**config.mk**
```make
export PLATFORM = sky130hd
export DESIGN_NAME = text_console_ctrl
export DESIGN_NICKNAME = d
export VERILOG_FILES = /design/src/rtl/text_console_pkg.sv /design/src/rtl/text_cursor.sv /design/src/rtl/text_console_ctrl.sv
export SDC_FILE = /design/constraint.sdc
export NUM_CORES = 1
export LEC_CHECK = 0
export BUFFER_PORTS_ARGS = -buffer_cell sky130_fd_sc_hd__buf_4
export CAP_MARGIN = 20
export CORE_MARGIN = 5
export CORE_UTILIZATION = 58
export DETAILED_ROUTE_END_ITERATION = 6
export GPL_TIMING_DRIVEN = 0
export PLACE_DENSITY = 0.89
export SYNTH_ARGS = -nofsm -noshare
export SYNTH_HDL_FRONTEND = slang
export SYNTH_HIERARCHICAL = 1
export SYNTH_SLANG_ARGS = --single-unit
```
**constraint.sdc**
```tcl
create_clock -name clk -period 8.58 [get_ports clk]
set_input_delay 1.287 -clock clk [delete_from_list [all_inputs] [get_ports clk]]
set_output_delay 1.287 -clock clk [all_outputs]
set_load 0.01 [all_outputs]
```
**src/rtl/text_console_pkg.sv**
```systemverilog
// Shared constants and state encoding for the text console write-port sequencer.
package text_console_pkg;

  localparam int COLS_DEFAULT = 80;
  localparam int ROWS_DEFAULT = 60;

  localparam logic [7:0] CH_BS    = 8'h08;
  localparam logic [7:0] CH_LF    = 8'h0A;
  localparam logic [7:0] CH_FF    = 8'h0C;
  localparam logic [7:0] CH_CR    = 8'h0D;
  localparam logic [7:0] CH_SPACE = 8'h20;

  typedef enum logic {
    ST_IDLE  = 1'b0,
    ST_CLEAR = 1'b1
  } state_t;

endpackage

```
**src/rtl/text_cursor.sv**
```systemverilog
// Cursor position (col, row) plus its linear cell address, kept in step without a multiplier.
module text_cursor
  import text_console_pkg::*;
#(
  parameter int COLS       = COLS_DEFAULT,
  parameter int ROWS       = ROWS_DEFAULT,
  parameter int ADDR_WIDTH = $clog2(COLS * ROWS),
  parameter int COL_W      = $clog2(COLS),
  parameter int ROW_W      = $clog2(ROWS)
) (
  input  logic                  clk,
  input  logic                  rst,
  input  logic                  op_advance,
  input  logic                  op_back,
  input  logic                  op_cr,
  input  logic                  op_lf,
  input  logic                  op_home,
  output logic [COL_W-1:0]      col,
  output logic [ROW_W-1:0]      row,
  output logic [ADDR_WIDTH-1:0] addr
);

  localparam logic [COL_W-1:0]      LAST_COL  = COL_W'(COLS - 1);
  localparam logic [ROW_W-1:0]      LAST_ROW  = ROW_W'(ROWS - 1);
  localparam logic [ADDR_WIDTH-1:0] ROW_STEP  = ADDR_WIDTH'(COLS);
  localparam logic [ADDR_WIDTH-1:0] LAST_BASE = ADDR_WIDTH'((ROWS - 1) * COLS);

  // The ops are one-hot; the linear address moves by +1, -1, +COLS or -col alongside col/row.
  always_ff @(posedge clk) begin
    if (rst || op_home) begin
      col  <= '0;
      row  <= '0;
      addr <= '0;
    end else if (op_advance) begin
      if (col == LAST_COL) begin
        col <= '0;
        if (row == LAST_ROW) begin
          row  <= '0;
          addr <= '0;
        end else begin
          row  <= row + ROW_W'(1);
          addr <= addr + ADDR_WIDTH'(1);
        end
      end else begin
        col  <= col + COL_W'(1);
        addr <= addr + ADDR_WIDTH'(1);
      end
    end else if (op_back) begin
      if (col != '0) begin
        col  <= col - COL_W'(1);
        addr <= addr - ADDR_WIDTH'(1);
      end
    end else if (op_cr) begin
      col  <= '0;
      addr <= addr - ADDR_WIDTH'(col);
    end else if (op_lf) begin
      if (row == LAST_ROW) begin
        row  <= '0;
        addr <= addr - LAST_BASE;
      end else begin
        row  <= row + ROW_W'(1);
        addr <= addr + ROW_STEP;
      end
    end
  end

endmodule

```
**src/rtl/text_console_ctrl.sv**
```systemverilog
// Drives the text-buffer RAM write port from a byte stream: printable characters,
// CR/LF/BS/FF handling, and a full-screen blanking sweep after reset or on command.
module text_console_ctrl
  import text_console_pkg::*;
#(
  parameter int               COLS       = COLS_DEFAULT,
  parameter int               ROWS       = ROWS_DEFAULT,
  parameter int               DATA_WIDTH = 8,
  parameter int               ADDR_WIDTH = $clog2(COLS * ROWS),
  parameter logic [DATA_WIDTH-1:0] BLANK = DATA_WIDTH'(8'h20)
) (
  input  logic                     clk,
  input  logic                     rst,
  input  logic                     in_valid,
  input  logic [7:0]               in_data,
  output logic                     in_ready,
  input  logic                     cmd_clear,
  output logic                     busy,
  output logic                     write_en,
  output logic [ADDR_WIDTH-1:0]    waddr,
  output logic [DATA_WIDTH-1:0]    din,
  output logic [$clog2(COLS)-1:0]  cursor_col,
  output logic [$clog2(ROWS)-1:0]  cursor_row
);

  localparam int COL_W = $clog2(COLS);
  localparam int ROW_W = $clog2(ROWS);
  localparam logic [ADDR_WIDTH-1:0] LAST_CELL = ADDR_WIDTH'(COLS * ROWS - 1);

  state_t                  state, state_n;
  logic [ADDR_WIDTH-1:0]   clr_cnt, clr_cnt_n;
  logic                    write_en_n, busy_n;
  logic [ADDR_WIDTH-1:0]   waddr_n;
  logic [DATA_WIDTH-1:0]   din_n;
  logic [ADDR_WIDTH-1:0]   cur_addr;
  logic                    op_advance, op_back, op_cr, op_lf, op_home;
  logic                    accept;

  assign in_ready = !rst && (state == ST_IDLE) && !cmd_clear;
  assign accept   = in_valid && in_ready;

  text_cursor #(
    .COLS       (COLS),
    .ROWS       (ROWS),
    .ADDR_WIDTH (ADDR_WIDTH),
    .COL_W      (COL_W),
    .ROW_W      (ROW_W)
  ) u_cursor (
    .clk        (clk),
    .rst        (rst),
    .op_advance (op_advance),
    .op_back    (op_back),
    .op_cr      (op_cr),
    .op_lf      (op_lf),
    .op_home    (op_home),
    .col        (cursor_col),
    .row        (cursor_row),
    .addr       (cur_addr)
  );

  always_ff @(posedge clk) begin
    if (rst) begin
      state    <= ST_CLEAR;
      clr_cnt  <= '0;
      write_en <= 1'b0;
      waddr    <= '0;
      din      <= '0;
      busy     <= 1'b1;
    end else begin
      state    <= state_n;
      clr_cnt  <= clr_cnt_n;
      write_en <= write_en_n;
      waddr    <= waddr_n;
      din      <= din_n;
      busy     <= busy_n;
    end
  end

  // busy is registered so it stays high through the cycle showing the last blank write.
  always_comb begin
    state_n    = state;
    clr_cnt_n  = clr_cnt;
    write_en_n = 1'b0;
    waddr_n    = waddr;
    din_n      = din;
    busy_n     = busy;
    op_advance = 1'b0;
    op_back    = 1'b0;
    op_cr      = 1'b0;
    op_lf      = 1'b0;
    op_home    = 1'b0;

    case (state)
      ST_CLEAR: begin
        write_en_n = 1'b1;
        waddr_n    = clr_cnt;
        din_n      = BLANK;
        busy_n     = 1'b1;
        if (clr_cnt == LAST_CELL) begin
          state_n   = ST_IDLE;
          clr_cnt_n = '0;
          op_home   = 1'b1;
        end else begin
          clr_cnt_n = clr_cnt + ADDR_WIDTH'(1);
        end
      end

      default: begin
        busy_n = 1'b0;
        if (cmd_clear) begin
          state_n   = ST_CLEAR;
          clr_cnt_n = '0;
          busy_n    = 1'b1;
        end else if (accept) begin
          if (in_data >= CH_SPACE) begin
            write_en_n = 1'b1;
            waddr_n    = cur_addr;
            din_n      = DATA_WIDTH'(in_data);
            op_advance = 1'b1;
          end else if (in_data == CH_CR) begin
            op_cr = 1'b1;
          end else if (in_data == CH_LF) begin
            op_lf = 1'b1;
          end else if (in_data == CH_BS) begin
            if (cursor_col != '0) begin
              write_en_n = 1'b1;
              waddr_n    = cur_addr - ADDR_WIDTH'(1);
              din_n      = BLANK;
              op_back    = 1'b1;
            end
          end else if (in_data == CH_FF) begin
            state_n   = ST_CLEAR;
            clr_cnt_n = '0;
            busy_n    = 1'b1;
          end
        end
      end
    endcase
  end

endmodule

```
## Yosys cells after proc, flatten, opt, wreduce, memory -nomap -nowiden

Cells that the tools add are included.

- Register bits after elaboration: 63
- Input bits: 12
- Output and inout port bits: 37
- Word-level logic and storage cells: 147

- $add $sub $neg: 9
- Magnitude comparators: 1
- Equality and inequality tests: 20
- Mux-type cells: 81
- Bitwise gates (word level): 2
- Reduce and logical (&&, ||, !) cells: 24

Operators by type and width:

| kind | number |
|---|---|
| 2-to-1 mux 13 bit | 24 |
| 2-to-1 mux 6 bit | 9 |
| 2-to-1 mux 8 bit | 5 |
| 2-to-1 mux 1 bit | 38 |
| 2-to-1 mux 7 bit | 5 |
| equality test 8 x 4 -> 1 bit (second input constant) | 4 |
| adder 13 x 1 -> 13 bit (second input constant) | 2 |
| != test 3 bit (second input constant) | 6 |
| AND reduction 6 bit | 3 |
| nonzero test 3 bit | 5 |
| adder 13 x 7 -> 13 bit (second input constant) | 1 |
| equality test 13 bit (second input constant) | 1 |
| subtractor 13 x 1 -> 13 bit (second input constant) | 1 |
| subtractor 13 bit (second input constant) | 1 |
| subtractor 13 x 7 -> 13 bit | 1 |
| >= comparator 8 x 6 -> 1 bit (second input constant) | 1 |
| != test 2 bit (second input constant) | 4 |
| nonzero test 2 bit | 4 |
| adder 7 x 1 -> 7 bit (second input constant) | 1 |
| equality test 7 bit (second input constant) | 1 |
| nonzero test 7 bit | 1 |
| subtractor 7 x 1 -> 7 bit (second input constant) | 1 |
| adder 6 x 1 -> 6 bit (second input constant) | 1 |
| equality test 6 bit (second input constant) | 1 |
| 10 further kinds | 16 |

## Depth between registers and ports, before layout

Gate-level depths: netlist (run 1).

- Word-level depth: 11
- Depth in mapped cells: 15
- Mapped depth without buffers: 12

## Modules after synthesis

The synthesis (run 1) kept the hierarchy.

By module, submodules not included:

| module | instances | cells each | area an instance (um^2) | seq. area each (um^2) |
|---|---|---|---|---|
| text_cursor | 1 | 394 | 2,715.1 | 520.5 |
| text_console_ctrl | 1 | 246 | 2,155.8 | 740.7 |

## Worst setup path before layout (run 1)

Ideal clock, no wire load.

- Path kind: input-to-reg
- Start: input port rst
- End: register u_cursor.row[5]
- Library setup time: 0.091 ns
- Data arrival time: 3.528 ns
- Data required time: 8.489 ns
- Setup slack: 4.961 ns
- Stages: 12
- Path buffers: 3
- Cells stage by stage: or2_1 buf_6 nor2_4 nand3_1 inv_2 buf_2 buf_2 clkinv_1 o22ai_1 inv_1 o31a_1 a311oi_1

- Word-level cells in the longest chain between the ends: 9
- Elaborated cells between the ends (all ways): 23
- Those cells by class: eq/ne: 3; mux: 13; reduce/logical: 7

RTL lines:

| element | line | source |
|---|---|---|
| from (decl) | text_console_ctrl.sv:13 | `input logic rst,` |
| zero test 1 bit (*) | text_console_ctrl.sv:39 | `assign in_ready = !rst && (state == ST_IDLE) && !cmd_clear;` |
| logical AND 1 bit (*) (2 in series) | text_console_ctrl.sv:39 |  |
| named net in_ready | text_console_ctrl.sv:16 | `output logic in_ready,` |
| logical AND 1 bit (*) | text_console_ctrl.sv:40 | `assign accept = in_valid && in_ready;` |
| 2-to-1 mux 1 bit (*) | text_console_ctrl.sv:114 | `end else if (accept) begin` |
| 2-to-1 mux 1 bit (*) | text_console_ctrl.sv:110 | `if (cmd_clear) begin` |
| 2-to-1 mux 1 bit (*) | text_console_ctrl.sv:93 | `case (state)` |
| named net op_advance | text_console_ctrl.sv:36 | `logic op_advance, op_back, op_cr, op_lf, op_home;` |
| != test 2 x 1 -> 1 bit (no line), or another cell as far along | n/a |  |
| AND reduction 4 bit (no line) | n/a |  |
| to (signal assigned) | text_cursor.sv:41 | `row <= row + ROW_W'(1);` |
| to (signal assigned) | text_cursor.sv:61 | `row <= row + ROW_W'(1);` |
| to (decl) | text_cursor.sv:19 | `output logic [ROW_W-1:0] row,` |

The timed path passes the listed nets; every way through them passes the cells marked *.
A chain may end at the register's enable or synchronous reset.

## Worst setup path in the final report (run 1)

- Start: input port rst
- End: register u_cursor.addr[11]

- Elaborated cells between the ends (all ways): 23
- Those cells by class: eq/ne: 1; mux: 15; reduce/logical: 7

RTL lines:

| element | line | source |
|---|---|---|
| zero test 1 bit (*) | text_console_ctrl.sv:39 |  |
| logical AND 1 bit (*) (2 in series) | text_console_ctrl.sv:39 |  |
| logical AND 1 bit (*) | text_console_ctrl.sv:40 |  |
| 2-to-1 mux 1 bit (*) | text_console_ctrl.sv:114 |  |
| 2-to-1 mux 1 bit (*) | text_console_ctrl.sv:110 |  |
| 2-to-1 mux 1 bit (*) | text_console_ctrl.sv:93 |  |
| named net op_advance | text_console_ctrl.sv:36 |  |
| != test 3 x 2 -> 1 bit (no line) or nonzero test 4 bit (tied branches) | n/a |  |
| AND reduction 2 bit (no line) | n/a |  |
| to (signal assigned) | text_cursor.sv:55 | `addr <= addr - ADDR_WIDTH'(col);` |
| to (signal assigned) | text_cursor.sv:59 | `addr <= addr - LAST_BASE;` |
| to (signal assigned) | text_cursor.sv:62 | `addr <= addr + ROW_STEP;` |
| to (decl) | text_cursor.sv:20 | `output logic [ADDR_WIDTH-1:0] addr` |

Marked as above.

==> metrics.yaml, run 1 <==
grt:
  gr-usage-met3_pct: 5.785
  gr-total-overflow: 0
  grt_busiest_layer: "met2"
  grt_start_max_net_pins: 17
  grt_use_total_pct: 29.33
  grt_use_met1_pct: 39.96
  grt_pass1_vias: 4955
  antenna_found_initial: 0
  grt_first_pass_wirelength_um: 24360
  use_met2_pct: 45.88
layout:
  finalNetCount: 731
  nFillCells: 652
  diodes: 0
  regArea_um2: 1261
  multi_input_area_um2: 3298
  area_delta_synth_final_pct: 13.95
  drive_gt1_share_pct: 16.17
setup_path:
  worstSetupEndpointType: "flop"
  crit_start: "rst"
  required_ns: 8.80
  crit_arrival_ns: 4.67
  path_class: "in2reg"
  reg2reg_from: "state"
  worstPathMaxFanout: 11
  start_kind: "input pin"
logic_synthesis:
  yosysWarningCount: 6
  synth_fp_nets: 671
  synthArstFlopShare_pct: 0
  yosys.area_share.xor_xnor_pct: 4.495
  ys_ff_latch: 63
  avgSynthCellArea_um2: 7.611
  syn-cell-area_um2: 4871
  synth_seq_area_share_pct: 25.89
  synth_cells: 640
  synth-simple-area-share_pct: 30.11
  synthFlopType: "dfxtp_1"
  synth-edff-count: 0
  muxShareOfSynthArea_pct: 0.8734
  synth_compound_area_share_pct: 27.20
  synth_top_family_by_area: "simple AND/OR/NAND/NOR gates"
  synthAdderAreaFrac_pct: 5.035
  synth.top_cell.area_share_pct: 25.89
  synth.area.top_cells: "dfxtp_1, a21oi_1, ha_1"
  yosys.area.top_type: "dfxtp_1"
  ys_types: 92
clock_tree:
  cts_buffers: 9
  cts-root-buf: "clkbuf_8"
  cts_tree: "done"
  postCtsResizedCells: 0
  insertion_delay_ns: 0.36
  h-tree-depth: 3
  clkTransAtPathRegs_ns: 0.07
  clkSinkCount: 63
  cts-hold-fix-buffers: 0
  cts_setup_buffers: 0
  cts_max_path_buffers: 2
detailed_routing:
  routed_wl_um: 15120
  vias: 5480
  first_iter_violations: 826
  drc: 0
  firstDrtPassIters: 6
  vias_per_cell: 6.765
  postRouteAntennaNets: 0
  avgRoutedWirePerCell_um: 18.67
die:
  die_width_um: 101.6
  pin_count: 49
  fp.dieArea_um2: 10330
  start_util_pct: 59.28
  die_h_um: 101.6
  coreArea_um2: 8217
  rows: 33
sta:
  setup_viol: 0
  hold_slack_ns: 0.4732
  fin_crit_ns: 4.443
  slew-limit-headroom_pct: 43.27
  final_max_slew_viol_count: 0
  finalCritPeriodShare_pct: 51.79
  grt_setup_unrepaired: "false"
  hold_viol_final: 0
  tns_ns: 0
  max_slew.worst_pin.slew_ns: 0.8509
  skew_ns: 0.01159
  fmax_mhz: 225.1
place:
  gp_congestion: 0.9986
  place_hpwl_um: 10890
  numPortBuffers: 48
min_path:
  min_from: "din[7]"
  hold_class: "reg2reg"
status:
  status: "complete, no violations"
flow_run:
  drv_cap: 0
pwr:
  ir_worst_vdd_mv: 0.06933
  leakagePower_uw: 0.002021
  power_density_nw_per_um2: 102.7
[routing by layer]
metal / up-vias / wire, um
met2: 379 / 6796
met4: 0 / 503
met5: - / 0
met1: 2535 / 6106
li1: 2504 / -
met3: 62 / 1715
[critical path, cell delays in order]
cell	delay (ns)
buf_4	0.14
or2_1	0.23
buf_6	0.15
nor2_4	0.12
nand3_1	0.15
inv_2	0.13
buf_2	0.20
buf_2	0.27
clkbuf_1	0.51
o41ai_2	0.32
buf_4	0.25
clkbuf_1	0.26
o41ai_1	0.43
nand2_1	0.11
o41ai_1	0.10
[layout make-up]
class | count | area share [%]
clock inverters | 6 | 0.7665
plain buffers | 36 | 3.629
inverters | 29 | 1.984
clock buffers | 10 | 2.480
flip-flops and latches | 63 | 22.72
well taps | 105 | 2.367
repair buffers | 49 | 6.628
multi-input cells | 512 | 59.42
[cells in the mapped netlist, types with 8 or more instances]
cell type and instances:
a211oi_1 9, a21oi_1 45, a311oi_1 8, a31oi_1 9
a32o_1 11, clkbuf_1 21, dfxtp_1 63, ha_1 18
inv_1 26, nand2_1 60, nand3_1 34, nor2_1 55
nor3_1 23, nor4_1 11, o21ai_0 32, o21ai_1 14
or3_1 18, xnor2_1 13, xor2_1 12
[registers in the layout, summed over array words and instances (netlist names)]
name	flops
state	1
clr_cnt	13
u_cursor/row	6
u_cursor/addr	13
busy	1
din	8
u_cursor/col	7
write_en	1
waddr	13
[layout by cell type (no fill, tap or decap), types with 14 or more instances in the layout]
master    instances
a21oi_1          45
buf_4            50
clkbuf_1         21
dfxtp_1          63
ha_1             18
inv_1            26
nand2_1          60
nand3_1          34
nor2_1           55
nor3_1           23
o21ai_0          32
o21ai_1          14
or3_1            18
[through the flow]
step	utilization [%]	setup slack, ns	cells	instance area, um2	power [uW]
after global placement	65.27	3.938	793	5363	330.6
final	67.55	4.137	810	5550	570.0
after floorplan	-	4.961	640	4871	317.6
after CTS	67.46	4.231	809	5543	570.5
after global routing	67.55	3.954	810	5550	585.8
after detailed placement	65.27	3.904	793	5363	331.5
[power breakdown]
part / internal (uW) / switching, uW
sequential: 295 / 2.66
combinational: 12.2 / 16.0
clock: 114 / 131
total: 420 / 150
[final timing paths]
kind	slack, ns	to	cells after the start
setup / recovery	4.14	u_cursor/addr[11]	15
hold / removal	0.47	din[7]	2
setup reg to reg	4.85	u_cursor/addr[11]	14
hold reg to reg	0.47	din[7]	2
[logic make-up (layout without fill, tap and decap cells)]
family	after synthesis	after routing
simple gates	268	268
compound gates	196	196
buf+inv	65	130
flops	63	63
xor+xnor	25	25
fa+ha+maj	19	19
mux	4	4
Note: power is estimated with default switching activity, not from simulation.
==> run 2, diff against run 1 <==
ABC_AREA = 1   (was not set)
CORE_UTILIZATION = 55   (was 58)
PLACE_DENSITY = 0.88   (was 0.89)
clock period = 3.9 ns   (was 8.58 ns; I/O delays follow)
==> run 2 against run 1 <==
  * Largest cell class unchanged
  * Worst setup slack got worse by 3.2 ns
  * Highest routed layer unchanged
  * Critical endpoint is now u_cursor/addr[2]
  * Non-clock buffer count is 14 lower
  * Die area grew 9.1%
  * First-iteration DRC count fell by 26%
  * Clock power grew to 2.6 times the previous value
  * Core utilization fell by 3.8 points
  * Global-route usage down 4.1 points
  * Critical path type unchanged
  * Clock skew is 0.0019 ns lower
  * Sequential cell count did not move
  * The flow now finishes with violations (DRC)
==> metrics.yaml, run 2 <==
layout:
  mostFrequentLayoutCells: "nand2_1, inv_1, nor2_1, nand3_1, a21oi_1"
  finalNetCount: 909
  drive_gt1_share_pct: 14.72
  reg_top3: "clr_cnt (13), u_cursor/addr (13), waddr (13)"
  nFillCells: 859
  final_common_cell: "nand2_1"
  diodes: 0
  area_delta_synth_final_pct: 14.15
pwr:
  power_density_nw_per_um2: 233.0
  leakagePower_uw: 0.002748
  ir_worst_vdd_mv: 0.1185
  total_power_uw: 1352
logic_synthesis:
  synth_cells: 819
  avgSynthCellArea_um2: 6.210
  ys_ff_latch: 63
  syn-cell-area_um2: 5086
  synthFlopType: "dfxtp_1"
  synth_fp_nets: 850
  synthArstFlopShare_pct: 0
  synth.top_cell.area_share_pct: 24.80
  ys_types: 54
  synth_seq_area_share_pct: 24.80
  yosysWarningCount: 6
  netlist_top_cells_count: "nand2_1, inv_1, nand3_1, nor2_1, a21oi_1"
  synth.most_common_cell: "nand2_1"
  synth.area.top_cells: "dfxtp_1, nand2_1, nand3_1"
  synth-edff-count: 0
  yosys.area.top_type: "dfxtp_1"
detailed_routing:
  postRouteAntennaNets: 0
  first_iter_violations: 611
  firstDrtPassIters: 7
  routed_wl_um: 14080
  vias_per_cell: 5.675
  avgRoutedWirePerCell_um: 14.16
  drc: 2
  vias: 5641
status:
  failed_checks: "DRC"
  status: "finished with violations"
setup_path:
  path_class: "in2reg"
  path_buf_inv: 5
  worstSetupEndpointType: "flop"
  start_kind: "input pin"
  slowest_delay_ns: 0.50
  slowest_stage: "nor3b_1"
  crit_arrival_ns: 3.23
  required_ns: 4.13
  worstPathMaxFanout: 10
  cp_cell_sequence: "buf_4, buf_6, nor2_4, nand2_4, nor2_8, nand2_1, nor3b_1, inv_2, nor2_8, inv_2, o31ai_4, a21oi_2, buf_2, o21ai_0, a31oi_1"
  crit_family: "simple AND/OR/NAND/NOR gates"
clock_tree:
  cts_buffers: 9
  cts_tree: "done"
  postCtsResizedCells: 0
  cts_setup_buffers: 0
  clkSinkCount: 63
  cts_max_path_buffers: 2
  insertion_delay_ns: 0.35
  clkTransAtPathRegs_ns: 0.07
  h-tree-depth: 3
  cts-root-buf: "clkbuf_8"
  cts-hold-fix-buffers: 0
sta:
  hold_viol_final: 0
  max_slew.worst_pin.slew_ns: 0.8900
  slew-limit-headroom_pct: 40.21
  skew_ns: 0.009699
  hold_slack_ns: 0.4646
  grt_setup_unrepaired: "false"
  fin_crit_ns: 3.006
  final_max_slew_viol_count: 0
  setup_viol: 0
  fmax_mhz: 332.7
  tns_ns: 0
  finalCritPeriodShare_pct: 77.07
grt:
  gr-total-overflow: 0
  grt_pass1_vias: 5191
  antenna_found_initial: 0
  grt_start_max_net_pins: 14
  grt_first_pass_wirelength_um: 23610
  grt_use_total_pct: 25.24
die:
  start_util_pct: 55.84
  die_h_um: 106.2
  rows: 35
  coreArea_um2: 9109
  pin_count: 49
  fp.dieArea_um2: 11270
  die_width_um: 106.2
min_path:
  hold_class: "reg2reg"
place:
  numPortBuffers: 48
  gp_congestion: 0.9457
  place_hpwl_um: 10570
flow_run:
  drv_cap: 0
-- run 2: cell count changes in the layout (fill, tap and decap cells not counted), moves of 11 or more --
cell,previous run,this run
inv_1,26,102
xnor2_1,13,2
o21ai_0,32,61
nand2_1,60,177
a32o_1,11,0
or3_1,18,0
nand3_1,34,84
a21oi_1,45,66
nor2_1,55,84
clkbuf_1,21,5
-- run 2: through the flow --
step	worst slack [ns]	cell area, um2	utilization (%)	std cells
CTS	0.9774	5806	63.74	994
finish	0.8942	5806	63.74	994
global route	0.7217	5806	63.74	994
detailed placement	0.6233	5585	61.32	978
global placement	0.6623	5585	61.32	978
floorplan	1.257	5086	-	819
-- run 2: area by class of cell --
class	instances	area (um2)	area share, %
Clock inverter	7	96.34	1.659
Timing Repair Buffer	48	360.3	6.207
Multi-Input combinational cell	619	3248	55.95
Sequential cell	63	1261	21.72
Buffer	23	146.4	2.522
Tap cell	111	138.9	2.392
Clock buffer	9	123.9	2.134
Inverter	114	430.4	7.414
-- run 2: logic make-up (layout without fill, tap and decap cells) --
logic type               after synthesis  after routing  share of synthesized area (%)
AND/OR/NAND/NOR                      417            417                          38.23
AO/OA/AOI/OAI                        171            171                          18.75
buffers and inverters                137            201                          11.34
flip-flops                            63             63                          24.80
adder cells (fa/ha/maj)               19             19                          4.822
XOR/XNOR                              12             12                          2.066
-- run 2: power by group --
part	total, uW	leakage (uW)	switching (uW)	internal (uW)
sequential	653	0.000509	5.16	648
clock	639	0.000114	277	362
combinational	59.9	0.00213	35.6	24.3
-- run 2: tightest hold or removal path, stage by stage, from the launching register on --
cell and delay (ns):
dfxtp_1 0.31, nand2_1 0.06, a21oi_1 0.05
-- run 2: final timing paths --
| path | cells after the start | from | endpoint | slack, ns |
|---|---|---|---|---|
| setup / recovery | 15 | rst | u_cursor/addr[2] | 0.89 |
| hold / removal | 2 | waddr[5] | waddr[5] | 0.46 |
| setup reg to reg | 13 | u_cursor/col[3] | u_cursor/addr[2] | 0.91 |
| hold reg to reg | 2 | waddr[5] | waddr[5] | 0.46 |
-- run 2: per-layer routing --
| layer | up-vias | track usage (%) | wire, um |
|---|---|---|---|
| li1 | 2806 | - | - |
| met1 | 2516 | 31.26 | 5996 |
| met2 | 262 | 42.58 | 6590 |
| met3 | 57 | 4.250 | 966 |
| met4 | 0 | 11.66 | 525 |
| met5 | - | 0 | 0 |
==> run 3, diff against run 2 <==
CORE_UTILIZATION = 58   (was 55)
clock period = 2.8 ns   (was 3.9 ns; I/O delays follow)
==> run 3 against run 2 <==
  * The run now ends clean
  * Hold slack got worse by 0.14 ns
  * Core utilization increased by 3.9 points
  * Sequential share of layout area decreased by 0.12 points
  * First-iteration DRC count decreased by 8.3%
  * Worst setup slack got worse by 0.64 ns
  * Combinational power increased by 42%
  * Die area decreased by 4.7%
  * Largest power group is now the clock network
==> metrics.yaml, run 3 (synthesis gave the netlist of run 2 again) <==
setup_path:
  cp_cell_sequence: "nor2_1, and2_0, nand2_1, nand2_1, nor3b_4, inv_2, nor2_8, inv_2, o31ai_4, buf_4, inv_2, buf_6, o21ai_1, a21oi_1"
  crit_start: "u_cursor/col[3]"
  required_ns: 3.03
  reg2reg_depth: 14
  worstSetupEndpointType: "flop"
  crit_end: "u_cursor/addr[9]"
  r2r_end: "u_cursor/addr[9]"
  crit_arrival_ns: 2.77
  start_kind: "flop"
  path_class: "reg2reg"
  r2r_setup_slack_ns: 0.25
  worstPathMaxFanout: 10
  slowest_stage: "dfxtp_1"
  slowest_delay_ns: 0.46
  reg2reg_from: "u_cursor/col[3]"
  crit_top_cell: "inv_2"
die:
  die_h_um: 103.6
  start_util_pct: 58.90
  coreArea_um2: 8636
  fp.dieArea_um2: 10740
  die_width_um: 103.6
  pin_count: 49
  rows: 34
grt:
  gr-total-overflow: 0
  grt_start_max_net_pins: 14
  antenna_found_initial: 0
  grt_first_pass_wirelength_um: 23560
  grt_use_total_pct: 25.44
  grt_pass1_vias: 5092
detailed_routing:
  firstDrtPassIters: 6
  postRouteAntennaNets: 0
  drc: 0
  avgRoutedWirePerCell_um: 14.12
  vias_per_cell: 5.666
  vias: 5626
  routed_wl_um: 14030
  first_iter_violations: 560
sta:
  finalCritPeriodShare_pct: 90.94
  max_slew.worst_pin.slew_ns: 0.5793
  hold_viol_final: 0
  final_max_slew_viol_count: 0
  fmax_mhz: 392.7
  slew-limit-headroom_pct: 61.38
  fin_crit_ns: 2.546
  grt_setup_unrepaired: "false"
  setup_viol: 0
  skew_ns: 0.01473
layout:
  reg_top3: "clr_cnt (13), u_cursor/addr (13), waddr (13)"
  mostFrequentLayoutCells: "nand2_1, inv_1, nor2_1, nand3_1, a21oi_1"
  final_common_cell: "nand2_1"
  final_core_util_pct: 67.59
  area_delta_synth_final_pct: 14.76
  stdcell_area_um2: 5837
  diodes: 0
  drive_gt1_share_pct: 15.14
  finalNetCount: 911
clock_tree:
  clkSinkCount: 63
  h-tree-depth: 3
  cts_max_path_buffers: 2
  cts-root-buf: "clkbuf_8"
  insertion_delay_ns: 0.35
  clkTransAtPathRegs_ns: 0.07
  cts_tree: "done"
  cts-hold-fix-buffers: 0
  cts_buffers: 9
place:
  numPortBuffers: 48
  detailed_place.area_um2: 5582
  gp_congestion: 0.9717
  place_hpwl_um: 10520
pwr:
  leakagePower_uw: 0.002758
  power_density_nw_per_um2: 326.5
  total_power_uw: 1906
  ir_worst_vdd_mv: 0.2148
min_path:
  hold_class: "in2reg"
  min_path_cells: 3
flow_run:
  drv_cap: 0
status:
  status: "complete, no violations"
run 3: cell types whose count changed in the layout (fill, tap and decap cells not counted), sizes merged:
cell | before | now
buf | 64 | 66
clkbuf | 16 | 18
clkinv | 5 | 3
clkinvlp | 0 | 1
inv | 114 | 113
run 3: layout make-up:
cell class | count | area, um2
timing repair buffer | 50 | 375.4
buffer | 23 | 147.6
sequential | 63 | 1261
multi-input combinational | 619 | 3264
fill | 773 | 2799
inverter | 114 | 430.4
tap | 108 | 135.1
clock inverter | 5 | 81.33
clock buffer | 11 | 141.4
run 3: critical path: cells and delay by family, from the launching register on:
kind	cells	cell delay, ns
flip-flops	1	0.46
buffers and inverters	5	0.66
AO/OA/AOI/OAI	3	0.39
AND/OR/NAND/NOR	6	0.91
run 3: per-stage QoR:
stage                     hold slack [ns]  setup slack, ns  TNS [ns]  cells
after global routing               0.3692          0.08321         0    993
after global placement             0.4516          -0.3574    -6.476    975
after detailed placement           0.4537          -0.3559    -6.515    975
after floorplan                    0.4404           0.3222         0    819
final                              0.3201           0.2536         0    993
after CTS                          0.3248           0.1044         0    991
run 3: layer usage:
metal	global-route usage, %	part of all wire, %	routed length [um]
met1	32.61	44	6190
met4	9.372	2.4	342
met2	42.03	47	6534
met3	5.100	6.8	958
met5	0	0	0
run 3: worst min-delay path by stage:
stage               startpoint    endpoint
CTS                 in_data[6]      din[6]
global placement      waddr[5]    waddr[5]
detailed placement  clr_cnt[5]  clr_cnt[5]
global route        in_data[3]      din[3]
finish              in_data[6]      din[6]
floorplan           clr_cnt[5]  clr_cnt[5]
run 3: timing repair:
item,in CTS,in global routing
pin swaps,0,1
buffers inserted,0,2
resized for setup,1,4
endpoints found under the setup margin,18,20
run 3: report_power, final:
group          internal [uW]  switching, uW
logic                   34.1           51.0
registers                903           7.18
clock network            526            384
total                   1460            443
